===== config.mk =====
export PLATFORM = sky130hd
export DESIGN_NAME = id_regfile_scoreboard_flat
export DESIGN_NICKNAME = d
export VERILOG_FILES = /design/src/rtl/id_regfile_scoreboard_if.sv /design/src/rtl/id_regfile_scoreboard.sv /design/src/flat_wrapper.sv
export SDC_FILE = /design/constraint.sdc
export NUM_CORES = 2
export LEC_CHECK = 0
export CORE_ASPECT_RATIO = 1.2
export CORE_MARGIN = 5
export CORE_UTILIZATION = 35
export DETAILED_ROUTE_END_ITERATION = 8
export PLACE_DENSITY = 0.58
export SYNTH_ARGS = -nofsm -noshare
export SYNTH_HDL_FRONTEND = slang
export SYNTH_SLANG_ARGS = --single-unit

===== constraint.sdc =====
create_clock -name clk -period 7.85 [get_ports clk]
set_clock_uncertainty 0.1 [all_clocks]
set_input_delay 1.57 -clock clk [delete_from_list [all_inputs] [get_ports clk]]
set_output_delay 1.57 -clock clk [all_outputs]
set_load 0.05 [all_outputs]

===== src/rtl/id_regfile_scoreboard_if.sv =====
// Decode-side bus for id_regfile_scoreboard: read ports, issue handshake, writeback, flush, pending count.
interface id_regfile_scoreboard_if #(
  parameter int unsigned DWIDTH = 32,
  parameter int unsigned AWIDTH = 5,
  parameter int unsigned NREAD  = 2
);
  logic [NREAD*AWIDTH-1:0] rd_addr;
  logic [NREAD-1:0]        rd_used;
  logic [NREAD*DWIDTH-1:0] rd_data;
  logic [NREAD-1:0]        rd_busy;
  logic                    issue_valid;
  logic                    issue_we;
  logic [AWIDTH-1:0]       issue_rd;
  logic                    issue_ready;
  logic                    wb_we;
  logic [AWIDTH-1:0]       wb_addr;
  logic [DWIDTH-1:0]       wb_data;
  logic                    flush;
  logic [AWIDTH:0]         pending_cnt;

  modport master (
    output rd_addr, rd_used, issue_valid, issue_we, issue_rd,
    output wb_we, wb_addr, wb_data, flush,
    input  rd_data, rd_busy, issue_ready, pending_cnt
  );

  modport slave (
    input  rd_addr, rd_used, issue_valid, issue_we, issue_rd,
    input  wb_we, wb_addr, wb_data, flush,
    output rd_data, rd_busy, issue_ready, pending_cnt
  );
endinterface


===== src/rtl/id_regfile_scoreboard.sv =====
// Decode-stage register file with per-register busy scoreboard producing the RAW/WAW issue stall.
// Optional macro RF_WB_BYPASS_EN: same-cycle writeback forwarding to reads and to the stall logic.
module id_regfile_scoreboard #(
  parameter int unsigned DWIDTH = 32,
  parameter int unsigned AWIDTH = 5,
  parameter int unsigned NREAD  = 2
) (
  input  logic                   clk,
  input  logic                   rst,
  id_regfile_scoreboard_if.slave bus
);
  localparam int unsigned NREGS  = 2**AWIDTH;
  localparam int unsigned CWIDTH = AWIDTH + 1;

  logic [DWIDTH-1:0] regs_q [NREGS];
  logic [NREGS-1:0]  busy_q, busy_d;
  logic [NREGS-1:0]  wb_hit;
  logic [NREGS-1:0]  eff_busy;
  logic [CWIDTH-1:0] pending_cnt_q, pending_cnt_d;
  logic              src_blocked;
  logic              waw_blocked;
  logic              fire;

  // One-hot of the register being written back this cycle (x0 never hit)
  always_comb begin
    wb_hit = '0;
    if (bus.wb_we && (bus.wb_addr != '0)) wb_hit[bus.wb_addr] = 1'b1;
  end

`ifdef RF_WB_BYPASS_EN
  assign eff_busy = busy_q & ~wb_hit;
`else
  assign eff_busy = busy_q;
`endif

  // Interlock: any used source or the destination still awaiting writeback blocks issue
  always_comb begin
    src_blocked = 1'b0;
    for (int unsigned i = 0; i < NREAD; i++) begin
      src_blocked = src_blocked |
                    (bus.rd_used[i] & eff_busy[bus.rd_addr[i*AWIDTH +: AWIDTH]]);
    end
    waw_blocked     = bus.issue_we & (bus.issue_rd != '0) & eff_busy[bus.issue_rd];
    bus.issue_ready = ~src_blocked & ~waw_blocked & ~bus.flush;
    fire            = bus.issue_valid & bus.issue_ready;
  end

  // Asynchronous read ports
  always_comb begin
    bus.rd_data = '0;
    bus.rd_busy = '0;
    for (int unsigned i = 0; i < NREAD; i++) begin
      bus.rd_data[i*DWIDTH +: DWIDTH] = regs_q[bus.rd_addr[i*AWIDTH +: AWIDTH]];
      bus.rd_busy[i]                  = busy_q[bus.rd_addr[i*AWIDTH +: AWIDTH]];
`ifdef RF_WB_BYPASS_EN
      if (wb_hit[bus.rd_addr[i*AWIDTH +: AWIDTH]]) begin
        bus.rd_data[i*DWIDTH +: DWIDTH] = bus.wb_data;
      end
`endif
    end
  end

  // Next busy vector: writeback clears, issue sets (set wins), flush clears all
  always_comb begin
    busy_d = busy_q;
    if (bus.flush) begin
      busy_d = '0;
    end else begin
      busy_d = busy_d & ~wb_hit;
      if (fire && bus.issue_we && (bus.issue_rd != '0)) busy_d[bus.issue_rd] = 1'b1;
    end
    busy_d[0] = 1'b0;
    pending_cnt_d = '0;
    for (int unsigned r = 0; r < NREGS; r++) begin
      pending_cnt_d = pending_cnt_d + CWIDTH'(busy_d[r]);
    end
  end

  always_ff @(posedge clk) begin
    if (rst) begin
      busy_q        <= '0;
      pending_cnt_q <= '0;
      for (int unsigned r = 0; r < NREGS; r++) regs_q[r] <= '0;
    end else begin
      busy_q        <= busy_d;
      pending_cnt_q <= pending_cnt_d;
      if (bus.wb_we && (bus.wb_addr != '0)) regs_q[bus.wb_addr] <= bus.wb_data;
    end
  end

  assign bus.pending_cnt = pending_cnt_q;
endmodule


===== src/flat_wrapper.sv =====
// flat-port wrapper written by rule: the top's interface ports become plain ports
module id_regfile_scoreboard_flat 
#(
  parameter int unsigned DWIDTH = 32,
  parameter int unsigned AWIDTH = 5,
  parameter int unsigned NREAD  = 2
)
  (clk, rst, bus_rd_addr, bus_rd_used, bus_issue_valid, bus_issue_we, bus_issue_rd, bus_wb_we, bus_wb_addr, bus_wb_data, bus_flush, bus_rd_data, bus_rd_busy, bus_issue_ready, bus_pending_cnt);
  id_regfile_scoreboard_if #(.DWIDTH(DWIDTH), .AWIDTH(AWIDTH), .NREAD(NREAD)) bus_i ();
  input  logic clk;
  input  logic rst;
  input wire logic [$bits(bus_i.rd_addr)-1:0] bus_rd_addr;
  input wire logic [$bits(bus_i.rd_used)-1:0] bus_rd_used;
  input wire logic [$bits(bus_i.issue_valid)-1:0] bus_issue_valid;
  input wire logic [$bits(bus_i.issue_we)-1:0] bus_issue_we;
  input wire logic [$bits(bus_i.issue_rd)-1:0] bus_issue_rd;
  input wire logic [$bits(bus_i.wb_we)-1:0] bus_wb_we;
  input wire logic [$bits(bus_i.wb_addr)-1:0] bus_wb_addr;
  input wire logic [$bits(bus_i.wb_data)-1:0] bus_wb_data;
  input wire logic [$bits(bus_i.flush)-1:0] bus_flush;
  output wire logic [$bits(bus_i.rd_data)-1:0] bus_rd_data;
  output wire logic [$bits(bus_i.rd_busy)-1:0] bus_rd_busy;
  output wire logic [$bits(bus_i.issue_ready)-1:0] bus_issue_ready;
  output wire logic [$bits(bus_i.pending_cnt)-1:0] bus_pending_cnt;
  assign bus_i.rd_addr = bus_rd_addr;
  assign bus_i.rd_used = bus_rd_used;
  assign bus_i.issue_valid = bus_issue_valid;
  assign bus_i.issue_we = bus_issue_we;
  assign bus_i.issue_rd = bus_issue_rd;
  assign bus_i.wb_we = bus_wb_we;
  assign bus_i.wb_addr = bus_wb_addr;
  assign bus_i.wb_data = bus_wb_data;
  assign bus_i.flush = bus_flush;
  assign bus_rd_data = bus_i.rd_data;
  assign bus_rd_busy = bus_i.rd_busy;
  assign bus_issue_ready = bus_i.issue_ready;
  assign bus_pending_cnt = bus_i.pending_cnt;
  id_regfile_scoreboard #(.DWIDTH(DWIDTH), .AWIDTH(AWIDTH), .NREAD(NREAD)) u_core (.clk(clk), .rst(rst), .bus(bus_i));
endmodule

==> flow_summary.ini <==
[outcome]
status = complete, no violations

[timing]
period_needed_ps = 7600
drv_slew = 0
fmax_mhz = 132
hold_slack_ps = 487
worst_pin_slew_ps = 1310
rsz0062_at_grt = false
tns_ps = 0
finalSetupViolCount = 0
relSlewSlack = 0.127
finalHoldViolCount = 0
period_share = 0.968

[synthesis]
async_flop_share = 0
avgSynthCellArea_sq_um = 16.0
synth_area_sq_um = 57500
ys_ff_latch = 1061
yosys.area.top_type_share = 0.535
yosysSeqAreaShare = 0.548
ys.flop_type = edfxtp_1
synthDistinctLibCells = 52
synth-warning-count = 0
synth_enable_flop_cells = 1024
synth.most_common_cell = edfxtp_1
syn-instance-count = 3594
ys_top_cells_by_area = edfxtp_1, mux4_2, and2_1
synth_top_area_cell = edfxtp_1
synth_commonest_cells = edfxtp_1, and2_1, mux4_2

[detailed_routing]
drtIter0Drc = 4224
num_vias = 34900
postRouteAntennaNets = 0
routedWlPerCell_um = 34.0
viasPerCell = 5.93
wirelength_mm = 200
dr.pass1.iters = 5
drc = 0

[pwr]
sw_frac_of_total = 0.262
pwr-share-seq = 0.484
intPower_uw = 10200
peakVddDrop_uv = 176
p_leak_uw = 0.0218
power.share.clock = 0.370
power.switching_uw = 3610
power.density_nw_per_um2 = 211
pwr-share-comb = 0.147

[floorplanning]
row_count = 163
floorplan.die.width_um = 380
core_sq_um = 164000
pin_count = 133
die_y_um = 454
dieArea_sq_um = 173000
start_util = 0.351

[setup_path]
path_class = primary input to flip-flop
ff2ff_path_depth = 22
cp_max_fo = 6
cp-start-kind = primary input
cp_data_arrival_time_ps = 8080
cp.required_ps = 8340
endpoint_kind = flip-flop

[place]
dp_cells = 5674
place_hpwl_mm = 113
globalplace.congestion = 0.886
port-buffer-count = 132

[cts]
root_buffer = clkbuf_16
clk_pin_slew_ps = 60
cts_max_path_buffers = 3
cts_inserted_buffers = 108
numClockSinks = 1061
postCtsHoldBufs = 0
cts_tree = done
clock_latency_ps = 750
htreeDepth = 3

[cells_and_area]
num-fill-cells = 15000
final_nets = 3733
multi_input_area_sq_um = 25000
utilization = 0.398
syn2layout_area_growth_pct = 13.4
register_area_sq_um = 31500
drive_gt1_frac = 0.310
stdcell_count = 5880

[global_routing]
grt_usage = 0.228
antenna_found_initial = 20
grt-busiest-layer = met2
use_met2 = 0.380
grt_pass1_wl_mm = 278
first_global_vias = 35400
met3_usage = 0.0422
grt_overflow = 0
globalRouteMet1Util = 0.299
grt_max_degree = 129

[hold_path]
hold_path_class = flip-flop to flip-flop
whs_path_depth = 2

[run]
max_cap_viol_count = 0
==> power by group through the flow <==
| stage | sequential [uW] | clock [uW] | combinational, uW |
|---|---|---|---|
| floorplan | 6720 | 0 | 1290 |
| detailed placement | 6770 | 0 | 2020 |
| global placement | 6750 | 0 | 2020 |
| finish | 6660 | 5090 | 2020 |
| CTS | 6650 | 5150 | 2030 |
| global route | 6690 | 5370 | 2090 |
==> worst paths after layout <==
path / slack [ps] / to / start
worst max-delay path: 250 / u_core.bus.pending_cnt[2] / bus_issue_rd[0]
worst min-delay path: 490 / u_core.busy_q[18] / u_core.busy_q[18]
worst max register to register: 870 / u_core.bus.pending_cnt[2] / u_core.busy_q[23]
worst min register to register: 490 / u_core.busy_q[18] / u_core.busy_q[18]
==> final cells by class <==
| cell class | instances | area share |
|---|---|---|
| Inverter | 36 | 0.00211 |
| Multi-Input combinational cell | 2146 | 0.383 |
| Clock inverter | 67 | 0.00800 |
| Timing Repair Buffer | 288 | 0.0390 |
| Sequential cell | 1061 | 0.483 |
| Antenna cell | 6 | 0.000230 |
| Clock buffer | 131 | 0.0434 |
| Tap cell | 2145 | 0.0412 |
==> timing repair <==
item,in CTS,in global routing
pin swaps,0,16
setup buffers,0,2
resized for setup,2,14
endpoints found under the setup margin,1,5
==> cells by family after synthesis <==
logic type	Yosys count	synth area share
DFF	1061	0.548
xor gates and xnor gates	3	0.000457
buffers and inverters	418	0.0277
muxes	742	0.272
and+or+nand+nor	1212	0.127
AOI/OAI and AO/OA	125	0.0154
other	1	0.0000652
adders and majority gates	32	0.00996
==> per-stage QoR <==
stage | instance area, sq um | total power, uW | setup WS [ps]
finish | 65200 | 13800 | 254
global route | 65200 | 14200 | 8.78
CTS | 65100 | 13800 | 38.6
detailed placement | 61800 | 8800 | -838
global placement | 61800 | 8770 | -802
floorplan | 57700 | 8010 | -102
==> layer usage <==
metal / up-vias / wire length [um] / share of wire
met5: - / 0 / 0
met4: 0 / 8200 / 0.041
met3: 396 / 17300 / 0.086
met2: 1929 / 97100 / 0.49
met1: 18600 / 77500 / 0.39
li1: 14000 / - / -
==> worst max-delay path, cell delays in order <==
cell,delay [ps]
buf_6,70
buf_6,110
mux4_2,490
mux2_4,280
a32oi_2,210
a31oi_2,130
or4_4,610
o32ai_2,230
ha_1,270
inv_2,60
fa_1,410
fa_1,490
fa_1,560
fa_1,450
fa_1,530
inv_2,40
fa_1,540
ha_2,190
inv_2,40
fa_2,340
buf_4,140
buf_4,120
xor2_1,130
nor2_1,60
==> cell usage in the layout, fill, tap and decap left out, types with 5 or more instances in the layout <==
cell,n
clkinv_2,19
bufinv_16,7
o21bai_4,10
mux2i_1,29
o32ai_1,7
inv_1,31
o31ai_1,22
nand4_1,6
nand3_1,34
nand2b_2,14
clkbuf_16,110
a31oi_1,15
nor2b_1,13
fa_1,22
a31o_2,6
clkdlybuf4s50_1,76
nand2b_1,14
o21ai_0,15
nand2_1,29
diode_2,6
a22oi_1,7
or2_2,8
buf_12,11
clkinv_1,31
a21oi_1,14
edfxtp_1,1024
nor2_1,35
dfxtp_1,37
ha_1,8
mux4_2,648
and3_1,11
mux2_2,64
buf_4,190
conb_1,32
nor2_4,31
o211ai_1,5
clkinvlp_4,5
clkbuf_1,21
and2_1,995
==> flip-flops by register name, summed over array words and instances (netlist names) <==
name	cells
u_core.busy_q	31
u_core.regs_q	1024
u_core.bus.pending_cnt	6
Power figures use the tool's default switching activity.
